**src/rtl/peak_pair_hasher_if.sv**
```systemverilog
// Bus bundle between the peak picker, the pair hasher and the fingerprint store.
// The source side (master) drives frames and accepts hashes; the hasher is the slave.
`timescale 1ns/1ps
interface peak_pair_hasher_if #(
  parameter int PEAKS      = 6,
  parameter int FREQ_WIDTH = 9,
  parameter int AMPL_WIDTH = 16,
  parameter int ZONE       = 3,
  parameter int TIME_WIDTH = 16
);
  localparam int DT_W   = $clog2(ZONE + 1);
  localparam int HASH_W = 2 * FREQ_WIDTH + DT_W;

  logic                                  valid_in;
  logic [PEAKS-1:0][AMPL_WIDTH-1:0]      amplitudes_in;
  logic [PEAKS-1:0][FREQ_WIDTH-1:0]      freqs_in;
  logic                                  frame_ready;
  logic [HASH_W-1:0]                     hash_out;
  logic [TIME_WIDTH-1:0]                 anchor_time;
  logic                                  hash_valid;
  logic                                  hash_ready;
  logic                                  overrun;

  modport master (
    output valid_in, amplitudes_in, freqs_in, hash_ready,
    input  frame_ready, hash_out, anchor_time, hash_valid, overrun
  );

  modport slave (
    input  valid_in, amplitudes_in, freqs_in, hash_ready,
    output frame_ready, hash_out, anchor_time, hash_valid, overrun
  );
endinterface

```
**src/rtl/peak_pair_hasher.sv**
```systemverilog
// Keeps the last ZONE+1 peak frames and streams {anchor_freq, target_freq, dt} pair hashes.
// Optional amplitude threshold: define PEAK_PAIR_HASHER_THRESH_EN to require amplitude >= MIN_AMPL.
`timescale 1ns/1ps
module peak_pair_hasher #(
  parameter int PEAKS      = 6,
  parameter int FREQ_WIDTH = 9,
  parameter int AMPL_WIDTH = 16,
  parameter int ZONE       = 3,
  parameter int TIME_WIDTH = 16,
  parameter int MIN_AMPL   = 64
) (
  input  logic              CLOCK_50,
  input  logic              reset,
  peak_pair_hasher_if.slave hif
);
  localparam int SLOTS  = ZONE + 1;
  localparam int DT_W   = $clog2(ZONE + 1);
  localparam int PTR_W  = $clog2(SLOTS);
  localparam int FILL_W = $clog2(SLOTS + 1);
  localparam int PEAK_W = (PEAKS > 1) ? $clog2(PEAKS) : 1;
  localparam int HASH_W = 2 * FREQ_WIDTH + DT_W;

`ifdef PEAK_PAIR_HASHER_THRESH_EN
  localparam int PRESENT_MIN = MIN_AMPL;
`else
  // Without the threshold any nonzero amplitude is a peak, i.e. amplitude >= 1.
  localparam int PRESENT_MIN = (MIN_AMPL != 0) ? 1 : 1;
`endif

  localparam logic [1:0] ST_IDLE = 2'd0;
  localparam logic [1:0] ST_SCAN = 2'd1;
  localparam logic [1:0] ST_EMIT = 2'd2;

  logic [SLOTS-1:0][PEAKS-1:0][AMPL_WIDTH-1:0] ring_ampl_reg;
  logic [SLOTS-1:0][PEAKS-1:0][FREQ_WIDTH-1:0] ring_freq_reg;
  logic [SLOTS-1:0][PEAKS-1:0]                 present_mat;

  logic [PTR_W-1:0]      wr_ptr_reg;
  logic [FILL_W-1:0]     fill_reg;
  logic [FILL_W-1:0]     fill_next;
  logic [TIME_WIDTH-1:0] frame_cnt_reg;
  logic                  valid_prev_reg;
  logic                  overrun_reg;

  logic [1:0]            state_reg,      state_next;
  logic [PEAK_W-1:0]     a_reg,          a_next;
  logic [DT_W-1:0]       dt_reg,         dt_next;
  logic [PEAK_W-1:0]     t_reg,          t_next;
  logic [HASH_W-1:0]     hash_out_reg,   hash_out_next;
  logic [TIME_WIDTH-1:0] anchor_reg,     anchor_next;
  logic                  hash_valid_reg, hash_valid_next;

  logic                  rise;
  logic                  accept;
  logic                  drop;
  logic [PTR_W:0]        tgt_sum;
  logic [PTR_W-1:0]      tgt_slot;
  logic                  pair_present;
  logic                  last_combo;
  logic [PEAK_W-1:0]     a_adv;
  logic [DT_W-1:0]       dt_adv;
  logic [PEAK_W-1:0]     t_adv;

  assign rise   = hif.valid_in & ~valid_prev_reg;
  assign accept = rise & (state_reg == ST_IDLE);
  assign drop   = rise & (state_reg != ST_IDLE);

  for (genvar gi = 0; gi < SLOTS; gi++) begin : g_slot
    for (genvar gj = 0; gj < PEAKS; gj++) begin : g_peak
      assign present_mat[gi][gj] = (ring_ampl_reg[gi][gj] >= AMPL_WIDTH'(PRESENT_MIN));
    end
  end

  // Anchor is the oldest slot, which is exactly where the next frame will be written.
  always_comb begin
    tgt_sum = {1'b0, wr_ptr_reg} + (PTR_W + 1)'(dt_reg);
    if (tgt_sum >= (PTR_W + 1)'(SLOTS)) begin
      tgt_sum = tgt_sum - (PTR_W + 1)'(SLOTS);
    end
    tgt_slot = tgt_sum[PTR_W-1:0];
  end

  assign pair_present = present_mat[wr_ptr_reg][a_reg] & present_mat[tgt_slot][t_reg];
  assign last_combo   = (a_reg == PEAK_W'(PEAKS - 1)) && (dt_reg == DT_W'(ZONE)) &&
                        (t_reg == PEAK_W'(PEAKS - 1));

  // Iteration order: a outermost, then dt, then t innermost.
  always_comb begin
    a_adv  = a_reg;
    dt_adv = dt_reg;
    t_adv  = t_reg + PEAK_W'(1);
    if (t_reg == PEAK_W'(PEAKS - 1)) begin
      t_adv  = '0;
      dt_adv = dt_reg + DT_W'(1);
      if (dt_reg == DT_W'(ZONE)) begin
        dt_adv = DT_W'(1);
        a_adv  = a_reg + PEAK_W'(1);
      end
    end
  end

  assign fill_next = (fill_reg == FILL_W'(SLOTS)) ? fill_reg : fill_reg + FILL_W'(1);

  always_comb begin
    state_next      = state_reg;
    a_next          = a_reg;
    dt_next         = dt_reg;
    t_next          = t_reg;
    hash_out_next   = hash_out_reg;
    anchor_next     = anchor_reg;
    hash_valid_next = hash_valid_reg;
    case (state_reg)
      ST_IDLE: begin
        if (accept) begin
          a_next  = '0;
          dt_next = DT_W'(1);
          t_next  = '0;
          if (fill_next == FILL_W'(SLOTS)) begin
            state_next = ST_SCAN;
          end
        end
      end
      ST_SCAN: begin
        if (pair_present) begin
          hash_out_next   = {ring_freq_reg[wr_ptr_reg][a_reg], ring_freq_reg[tgt_slot][t_reg], dt_reg};
          anchor_next     = frame_cnt_reg - TIME_WIDTH'(SLOTS);
          hash_valid_next = 1'b1;
          state_next      = ST_EMIT;
        end else if (last_combo) begin
          state_next = ST_IDLE;
        end else begin
          a_next  = a_adv;
          dt_next = dt_adv;
          t_next  = t_adv;
        end
      end
      ST_EMIT: begin
        if (hif.hash_ready) begin
          hash_valid_next = 1'b0;
          if (last_combo) begin
            state_next = ST_IDLE;
          end else begin
            a_next     = a_adv;
            dt_next    = dt_adv;
            t_next     = t_adv;
            state_next = ST_SCAN;
          end
        end
      end
      default: begin
        state_next      = ST_IDLE;
        hash_valid_next = 1'b0;
      end
    endcase
  end

  always_ff @(posedge CLOCK_50 or posedge reset) begin
    if (reset) begin
      state_reg      <= ST_IDLE;
      a_reg          <= '0;
      dt_reg         <= DT_W'(1);
      t_reg          <= '0;
      hash_out_reg   <= '0;
      anchor_reg     <= '0;
      hash_valid_reg <= 1'b0;
    end else begin
      state_reg      <= state_next;
      a_reg          <= a_next;
      dt_reg         <= dt_next;
      t_reg          <= t_next;
      hash_out_reg   <= hash_out_next;
      anchor_reg     <= anchor_next;
      hash_valid_reg <= hash_valid_next;
    end
  end

  // Frame store: a dropped frame leaves ring, pointer and counter untouched.
  always_ff @(posedge CLOCK_50 or posedge reset) begin
    if (reset) begin
      ring_ampl_reg  <= '0;
      ring_freq_reg  <= '0;
      wr_ptr_reg     <= '0;
      fill_reg       <= '0;
      frame_cnt_reg  <= '0;
      valid_prev_reg <= 1'b0;
      overrun_reg    <= 1'b0;
    end else begin
      valid_prev_reg <= hif.valid_in;
      if (drop) begin
        overrun_reg <= 1'b1;
      end
      if (accept) begin
        ring_ampl_reg[wr_ptr_reg] <= hif.amplitudes_in;
        ring_freq_reg[wr_ptr_reg] <= hif.freqs_in;
        wr_ptr_reg    <= (wr_ptr_reg == PTR_W'(ZONE)) ? '0 : wr_ptr_reg + PTR_W'(1);
        fill_reg      <= fill_next;
        frame_cnt_reg <= frame_cnt_reg + TIME_WIDTH'(1);
      end
    end
  end

  assign hif.frame_ready = (state_reg == ST_IDLE);
  assign hif.hash_out    = hash_out_reg;
  assign hif.anchor_time = anchor_reg;
  assign hif.hash_valid  = hash_valid_reg;
  assign hif.overrun     = overrun_reg;
endmodule

```
**src/flat_wrapper.sv**
```systemverilog
// flat-port wrapper written by rule: the top's interface ports become plain ports
module peak_pair_hasher_flat 
#(
  parameter int PEAKS      = 6,
  parameter int FREQ_WIDTH = 9,
  parameter int AMPL_WIDTH = 16,
  parameter int ZONE       = 3,
  parameter int TIME_WIDTH = 16,
  parameter int MIN_AMPL   = 64
)
  (CLOCK_50, reset, hif_valid_in, hif_amplitudes_in, hif_freqs_in, hif_hash_ready, hif_frame_ready, hif_hash_out, hif_anchor_time, hif_hash_valid, hif_overrun);
  peak_pair_hasher_if #(.PEAKS(PEAKS), .FREQ_WIDTH(FREQ_WIDTH), .AMPL_WIDTH(AMPL_WIDTH), .ZONE(ZONE), .TIME_WIDTH(TIME_WIDTH)) hif_i ();
  input  logic CLOCK_50;
  input  logic reset;
  input wire logic [$bits(hif_i.valid_in)-1:0] hif_valid_in;
  input wire logic [$bits(hif_i.amplitudes_in)-1:0] hif_amplitudes_in;
  input wire logic [$bits(hif_i.freqs_in)-1:0] hif_freqs_in;
  input wire logic [$bits(hif_i.hash_ready)-1:0] hif_hash_ready;
  output wire logic [$bits(hif_i.frame_ready)-1:0] hif_frame_ready;
  output wire logic [$bits(hif_i.hash_out)-1:0] hif_hash_out;
  output wire logic [$bits(hif_i.anchor_time)-1:0] hif_anchor_time;
  output wire logic [$bits(hif_i.hash_valid)-1:0] hif_hash_valid;
  output wire logic [$bits(hif_i.overrun)-1:0] hif_overrun;
  assign hif_i.valid_in = hif_valid_in;
  assign hif_i.amplitudes_in = hif_amplitudes_in;
  assign hif_i.freqs_in = hif_freqs_in;
  assign hif_i.hash_ready = hif_hash_ready;
  assign hif_frame_ready = hif_i.frame_ready;
  assign hif_hash_out = hif_i.hash_out;
  assign hif_anchor_time = hif_i.anchor_time;
  assign hif_hash_valid = hif_i.hash_valid;
  assign hif_overrun = hif_i.overrun;
  peak_pair_hasher #(.PEAKS(PEAKS), .FREQ_WIDTH(FREQ_WIDTH), .AMPL_WIDTH(AMPL_WIDTH), .ZONE(ZONE), .TIME_WIDTH(TIME_WIDTH), .MIN_AMPL(MIN_AMPL)) u_core (.CLOCK_50(CLOCK_50), .reset(reset), .hif(hif_i));
endmodule
```
**config.mk**
```make
export PLATFORM = sky130hd
export DESIGN_NAME = peak_pair_hasher_flat
export DESIGN_NICKNAME = d
export VERILOG_FILES = /design/src/rtl/peak_pair_hasher_if.sv /design/src/rtl/peak_pair_hasher.sv /design/src/flat_wrapper.sv
export SDC_FILE = /design/constraint.sdc
export NUM_CORES = 1
export LEC_CHECK = 0
export CORE_UTILIZATION = 50
export DETAILED_ROUTE_END_ITERATION = 8
export PLACE_DENSITY = 0.69
export SLEW_MARGIN = 20
export SYNTH_ARGS = -nofsm -noshare
export SYNTH_HDL_FRONTEND = slang
export SYNTH_SLANG_ARGS = --single-unit
```
**constraint.sdc**
```tcl
create_clock -name CLOCK_50 -period 39.7 [get_ports CLOCK_50]
set_input_delay 11.91 -clock CLOCK_50 [delete_from_list [all_inputs] [get_ports CLOCK_50]]
set_output_delay 11.91 -clock CLOCK_50 [all_outputs]
set_load 0.005 [all_outputs]
```
==> impl_results.md, run 1 <==
* Outcome: complete, but fails checks
* # nets final at around 2300
* Io pins at 193
* Final setup viols at 0
* GRT Overall Usage at a little under a quarter
* Post-Route WL at roughly 70000 µm
* CTS tree: built
* Hpwl dp at approximately 46000 µm
* Crit Path Class: in2async
* Synth top cells by count: 669 x dfrtp_1, 607 x mux2_2, 129 x mux4_2, 99 x nor4_1, 67 x clkbuf_1
* Chip width at between 200 and 250 µm
* Main synth FF type: dfrtp_1
* Largest cells by area after synthesis: dfrtp_1 56%, mux2_2 23%, mux4_2 9.7%
* Sequential area share after synthesis at a little under three fifths
* R2r setup slk at 35100 ps
* Wirelength per Cell at roughly 23 µm
* Layout cells sized above 1 at about two fifths
* CP startpoint kind: primary input
* Clock-pin slew on the worst setup and hold paths at 60 ps
* Remaining DRCs at 44
* Max-cap violations at 0
* Maximum fanout along the worst path at about 140
* Unrepaired setup endpoints after global routing: no
* Post-synth top area share at 55.8%
* Final ANT Viol Nets at 0
* Async set-reset flop share out of synthesis at 100%
* Highest clock rate at around 66 MHz
* Synth Net Count at 2157
* Placed insts at between 2000 and 3000
* Slew @ Worst Pin at about 1000 ps
* Post-Syn Area at about 30000 µm²
* Vias in the first global route at ~19000
* Failing checks: DRC
* Simple-gate portion of the synthesized area at ~4.6%
* Yosys warnings at 0
* Reg2reg path depth at 9
* Row count at a little under 90
* Post-Synth XOR/XNOR Area at less than 1%
* Area delta synth->final at 17.5%
* Skew-Pair Late Insertion Delay at 610 ps
* Largest net degree at the start of global routing at between 100 and 150
* Period minus WS final at ~15000 ps
* Filler cells at about 4500
* Power Dens Cells at 86.5 nW/µm²
* Die H at between 200 and 250 µm
* Total negative setup slack at 0 ps
* Max_slew headroom at between 30% and 40%
* Vias at about 18000
* Full die area at about 60000 µm²
* Initial Util at about half
* Clock sinks at 670
* Leak Pwr at ~0.015 µW
* Initial DRC Count at 1035
* Core region area at 59100 µm²
* Setup Fix Bufs, Post-CTS at 0
* Maximum VDD drop at 53.1 µV
* Worst reg2reg path startpoint: u_core.wr_ptr_reg[0]
* CP Capture Type: async pin
* Arrival time at the worst endpoint at approximately 16000 ps
* Mean post-synth cell area at 15.1 µm²
* Required time of the worst setup path at slightly above 40000 ps
* Clock H-tree levels at 3
* Critical path launch point: reset
* CTS Hold Buffers Added at 0
* Most frequent cell after synthesis: dfrtp_1
* CTS Root Cell: clkbuf_16
* Pins Over Slew Limit at 0
* Initial antenna violation count at 12
* Tot Pwr at around 3000 µW
* Mapped Cells at 1985
* Final period util at between 30% and 40%
* FF-to-FF End: u_core.t_reg[2]
* Global-route wire length before repair at between 100000 and 150000 µm
* Final std cells w/o fill at roughly 3000
* Worst hold path type: reg2reg
* Final Hold Viols at 0
* Via/cell ratio at between 5 and 6
* Grt total ovfl at 0
* Resized cells post-CTS at 0
* Max FFs per register at 384
* Adder-cell share of the synthesized area at less than 1%
* DR pass1 iterations at 7
* Gpl congestion at approximately 0.78
* Buffers on Ports at 192
* Post-synthesis register bit count at 670
* Worst Skew at between 20 and 25 ps
* Count of cell types in the netlist at 62
* Main combinational cell family by area after synthesis: multiplexers
* Post-synthesis mux area share at between 30% and 40%
* Compound-cell area share of the yosys netlist at roughly 2.6%
* End point of the critical path: u_core.wr_ptr_reg[1]
* Total CTS buffers at 72
* Largest area contributor in the netlist: dfrtp_1
* Number of enable flip-flop cells after synthesis at 0
* Max Buffers Root-to-Sink at 3
layout make-up:
class / count / area [µm²] / area share (%)
Sequential cell: 670 / 16800 / 47.6
Multi-Input combinational cell: 1178 / 12700 / 36.1
Clock buffer: 104 / 2200 / 6.23
Timing Repair Buffer: 217 / 2140 / 6.06
Tap cell: 773 / 967 / 2.74
Clock inverter: 22 / 350 / 0.993
Inverter: 18 / 75.1 / 0.213
Antenna cell: 14 / 35.0 / 0.0993
metal layers:
metal  wire length, µm  vias to the layer above  share of wire, %  global-route usage (%)
met3              3560                      112               5.1                    4.44
li1                  -                     7887                 -                       -
met2             34600                      384                49                    38.4
met4              1870                        0               2.7                    8.93
met1             30100                     9581                43                    31.7
met5                 0                        -                 0                       0
critical path, cell delays in order:
cell and delay, ps:
clkdlybuf4s50_1 490, inv_8 620, buf_4 860, buf_4 860, buf_6 670
layout by cell type, fill, tap and decap left out, drive strengths merged, types with 2 or more instances in the layout:
master and n:
a21o 3, a21oi 45, a221oi 2, a22oi 2, a2bb2oi 10, a31oi 3
a41oi 15, and3 6, and4 4, buf 25, bufinv 9, clkbuf 104
clkdlybuf4s50 192, clkinv 10, dfrtp 669, diode 14, ha 18, inv 21
mux2 609, mux2i 21, mux4 130, nand2 27, nand2b 4, nand3 9
nand4 19, nor2 61, nor2b 2, nor3 12, nor4 100, o211ai 4
o21ai 9, o21bai 5, o22ai 2, o311ai 2, o32ai 2, o41ai 5
or2 2, or3 3, xnor2 18, xor2 9
power by group:
part	internal (µW)	leakage (µW)	switching, µW	total (µW)
clock	442	0.00126	271	713
combinational	640	0.00562	464	1100
sequential	1010	0.00824	218	1230
kinds of logic (layout without fill, tap and decap cells):
family | Yosys count | after routing
mux | 760 | 760
buf+inv | 137 | 361
flops | 670 | 670
simple gates | 255 | 255
other cells | 0 | 14
compound gates | 116 | 116
xor+xnor | 29 | 29
fa+ha+maj | 18 | 18
metrics by stage:
stage | setup WS [ps] | hold WS [ps] | util, % | area (µm²)
2_1_floorplan | 9010 | 466 | - | 30000
3_3_place_gp | 23500 | 469 | 55.2 | 32700
5_1_grt | 23910 | 516 | 59.6 | 35300
4_1_cts | 24000 | 496 | 59.5 | 35200
6_report | 24510 | 488 | 59.6 | 35300
3_5_place_dp | 23380 | 479 | 55.2 | 32700
worst min path at each step:
stage,from,to,slack (ps),cells after the start
after floorplan,u_core.frame_cnt_reg[15],u_core.frame_cnt_reg[15],470,1
after global placement,u_core.hif.overrun,u_core.hif.overrun,470,1
after detailed placement,u_core.hif.overrun,u_core.hif.overrun,480,1
after CTS,u_core.hif.overrun,u_core.hif.overrun,500,1
after global routing,u_core.ring_ampl_reg[93],u_core.ring_ampl_reg[93],520,1
final,u_core.hif.overrun,u_core.hif.overrun,490,1
Power figures use the tool's default switching activity.
==> inputs of run 2 (changes only) <==
==> constraint.sdc (replaced) <==
create_clock -name CLOCK_50 -period 15.4 [get_ports CLOCK_50]
set_input_delay 4.62 -clock CLOCK_50 [delete_from_list [all_inputs] [get_ports CLOCK_50]]
set_output_delay 4.62 -clock CLOCK_50 [all_outputs]
set_load 0.005 [all_outputs]
==> impl_results.md, run 2 (synthesized netlist as in run 1, its figures left out) <==
* Reg area at 16800 µm² (unchanged)
* Worst Skew at 25.7 ps (+0.960 ps)
* Worst Slack Setup Final at 7810 ps (-16700 ps)
* Full die area at 61000 µm² (unchanged)
* # nets final at 2330 (+0.043%)
* Clock sinks at 670 (unchanged)
* Final Hold Viols at 0 (unchanged)
* Buffers on Ports at 192 (unchanged)
* Highest clock rate at 132 MHz
* Vias at 17900 (-0.45%)
* Final ANT Viol Nets at 0 (unchanged)
* Unrepaired setup endpoints after global routing: no
* Max-cap violations at 0 (unchanged)
* Skew-Pair Late Insertion Delay at 610 ps (about the same)
* Slew @ Worst Pin at 964 ps (-63.2 ps)
* Multi-input gate area at 12700 µm² (unchanged)
* Initial Util at 50.8% (unchanged)
* GRT Overall Usage at 24.0% (+0.30 points)
* Io pins at 193 (unchanged)
* Wirelength per Cell at 23.6 µm (+1.1%)
* Pins Over Slew Limit at 0 (unchanged)
* Total CTS buffers at 73 (+1.4%)
* Setup Fix Bufs, Post-CTS at 0 (unchanged)
* Vias in the first global route at 19100 (+1.9%)
* Final setup viols at 0 (unchanged)
* Power Dens Cells at 221 nW/µm² (+160%)
* Max Buffers Root-to-Sink at 3 (unchanged)
* CTS tree: built
* Clock-pin slew on the worst setup and hold paths at 60 ps (about the same)
* CTS Hold Buffers Added at 0 (unchanged)
* Layout cells sized above 1 at 40.1% (-0.47 points)
* DR pass1 iterations at 7 (unchanged)
* Required time of the worst setup path at 15890 ps (-24370 ps)
* Gpl congestion at 0.790 (+1.3%)
* Clock H-tree levels at 3 (unchanged)
* Most frequent cells in the layout: 667 x dfrtp_1, 607 x mux2_2, 192 x clkdlybuf4s50_1, 129 x mux4_2, 98 x nor4_1
* Grt total ovfl at 0 (unchanged)
* Die H at 247 µm (unchanged)
* Filler cells at 4513 (+0.022%)
* Post-Route WL at 70700 µm (+0.87%)
* Post-Place Worst Slack at 7110 ps (-16260 ps)
* Maximum fanout along the worst path at 68 (-52%)
* Most common cell after layout, fill and taps aside: dfrtp_1
* Area delta synth->final at 16.8%
* Largest net degree at the start of global routing at 175 (+22%)
* Resized cells post-CTS at 0 (unchanged)
* Period minus WS final at ~7600 ps
* CP Capture Type: register
* Row count at 89 (unchanged)
* Worst hold path type: reg2reg
* Initial antenna violation count at 2 (-10)
* Max_slew headroom at 35.7% (+4.2 points)
* Outcome: complete, but fails checks
* Max FFs per register at 384 (unchanged)
* Leak Pwr at 0.0150 µW (-0.71%)
* Arrival time at the worst endpoint at 8080 ps (-7670 ps)
* CP startpoint kind: primary input
* Maximum VDD drop at 202 µV (+280%)
* Total negative setup slack at 0 ps (unchanged)
* Chip width at 247 µm (unchanged)
* Core region area at 59100 µm² (unchanged)
* Hpwl dp at 46700 µm (+0.77%)
* Global-route wire length before repair at 111000 µm (+1.3%)
* Failing checks: DRC
* Remaining DRCs at 52 (+18%)
* Initial DRC Count at 1030 (-0.48%)
* Crit Path Class: in2reg
* R2r setup slk at 10650 ps (-24450 ps)
* Via/cell ratio at 5.98 (-0.25%)
* Final period util at 49.3%
* CTS Root Cell: clkbuf_16
[run 2: cell types whose count changed in the layout (fill, tap and decap cells not counted), moves of 2 or more]
cell / delta
clkinvlp_4: +3
buf_12: +2
bufinv_16: -9
diode_2: -12
inv_6: -2
clkbuf_1: +14
[run 2: worst paths after layout]
check	start	to	depth (start not counted)
max	hif_valid_in	u_core.ring_ampl_reg[131]	7
min	u_core.hif.overrun	u_core.hif.overrun	1
max reg2reg	u_core.wr_ptr_reg[1]	u_core.t_reg[2]	11
min reg2reg	u_core.hif.overrun	u_core.hif.overrun	1
max in group asynchronous	reset	u_core.ring_ampl_reg[13]	5
min in group asynchronous	reset	u_core.ring_freq_reg[56]	3
[run 2: layer usage]
layer / routed length [µm] / part of all wire (%) / vias up / global-route usage [%]
li1: - / - / 7875 / -
met2: 35000 / 50 / 395 / 39.6
met5: 0 / 0 / - / 0
met3: 3120 / 4.4 / 114 / 3.93
met1: 30800 / 44 / 9499 / 32.5
met4: 1760 / 2.5 / 0 / 7.21
[run 2: layout make-up]
type                       count  area share, %
clock buffer                 120           6.52
tap                          773           2.76
timing repair buffer         217           6.10
sequential                   670           47.8
clock inverter                12          0.228
inverter                      18          0.203
antenna                        2         0.0143
multi-input combinational   1178           36.3
[run 2: where the power goes]
part	internal [µW]	switching, µW	total, µW	leakage (µW)
registers	2610	564	3180	0.00824
clock network	1010	695	1710	0.00116
logic	1660	1220	2870	0.00561
total	5280	2480	7760	0.0150
[run 2: metrics by stage]
step	utilization [%]	hold WS, ps	total power (µW)	cell area (µm²)	instances
after global placement	55.3	465	5930	32700	2856
after floorplan	-	466	5210	30000	1985
after CTS	59.3	489	7810	35000	2988
final	59.3	488	7760	35100	2990
after detailed placement	55.3	473	6080	32700	2856
after global routing	59.3	511	8200	35100	2989
[run 2: critical path, stage by stage]
cell	delay (ps)
clkdlybuf4s50_1	420
nand2b_1	210
nor2_2	230
nand2_4	500
buf_4	730
buf_4	830
mux2_2	430
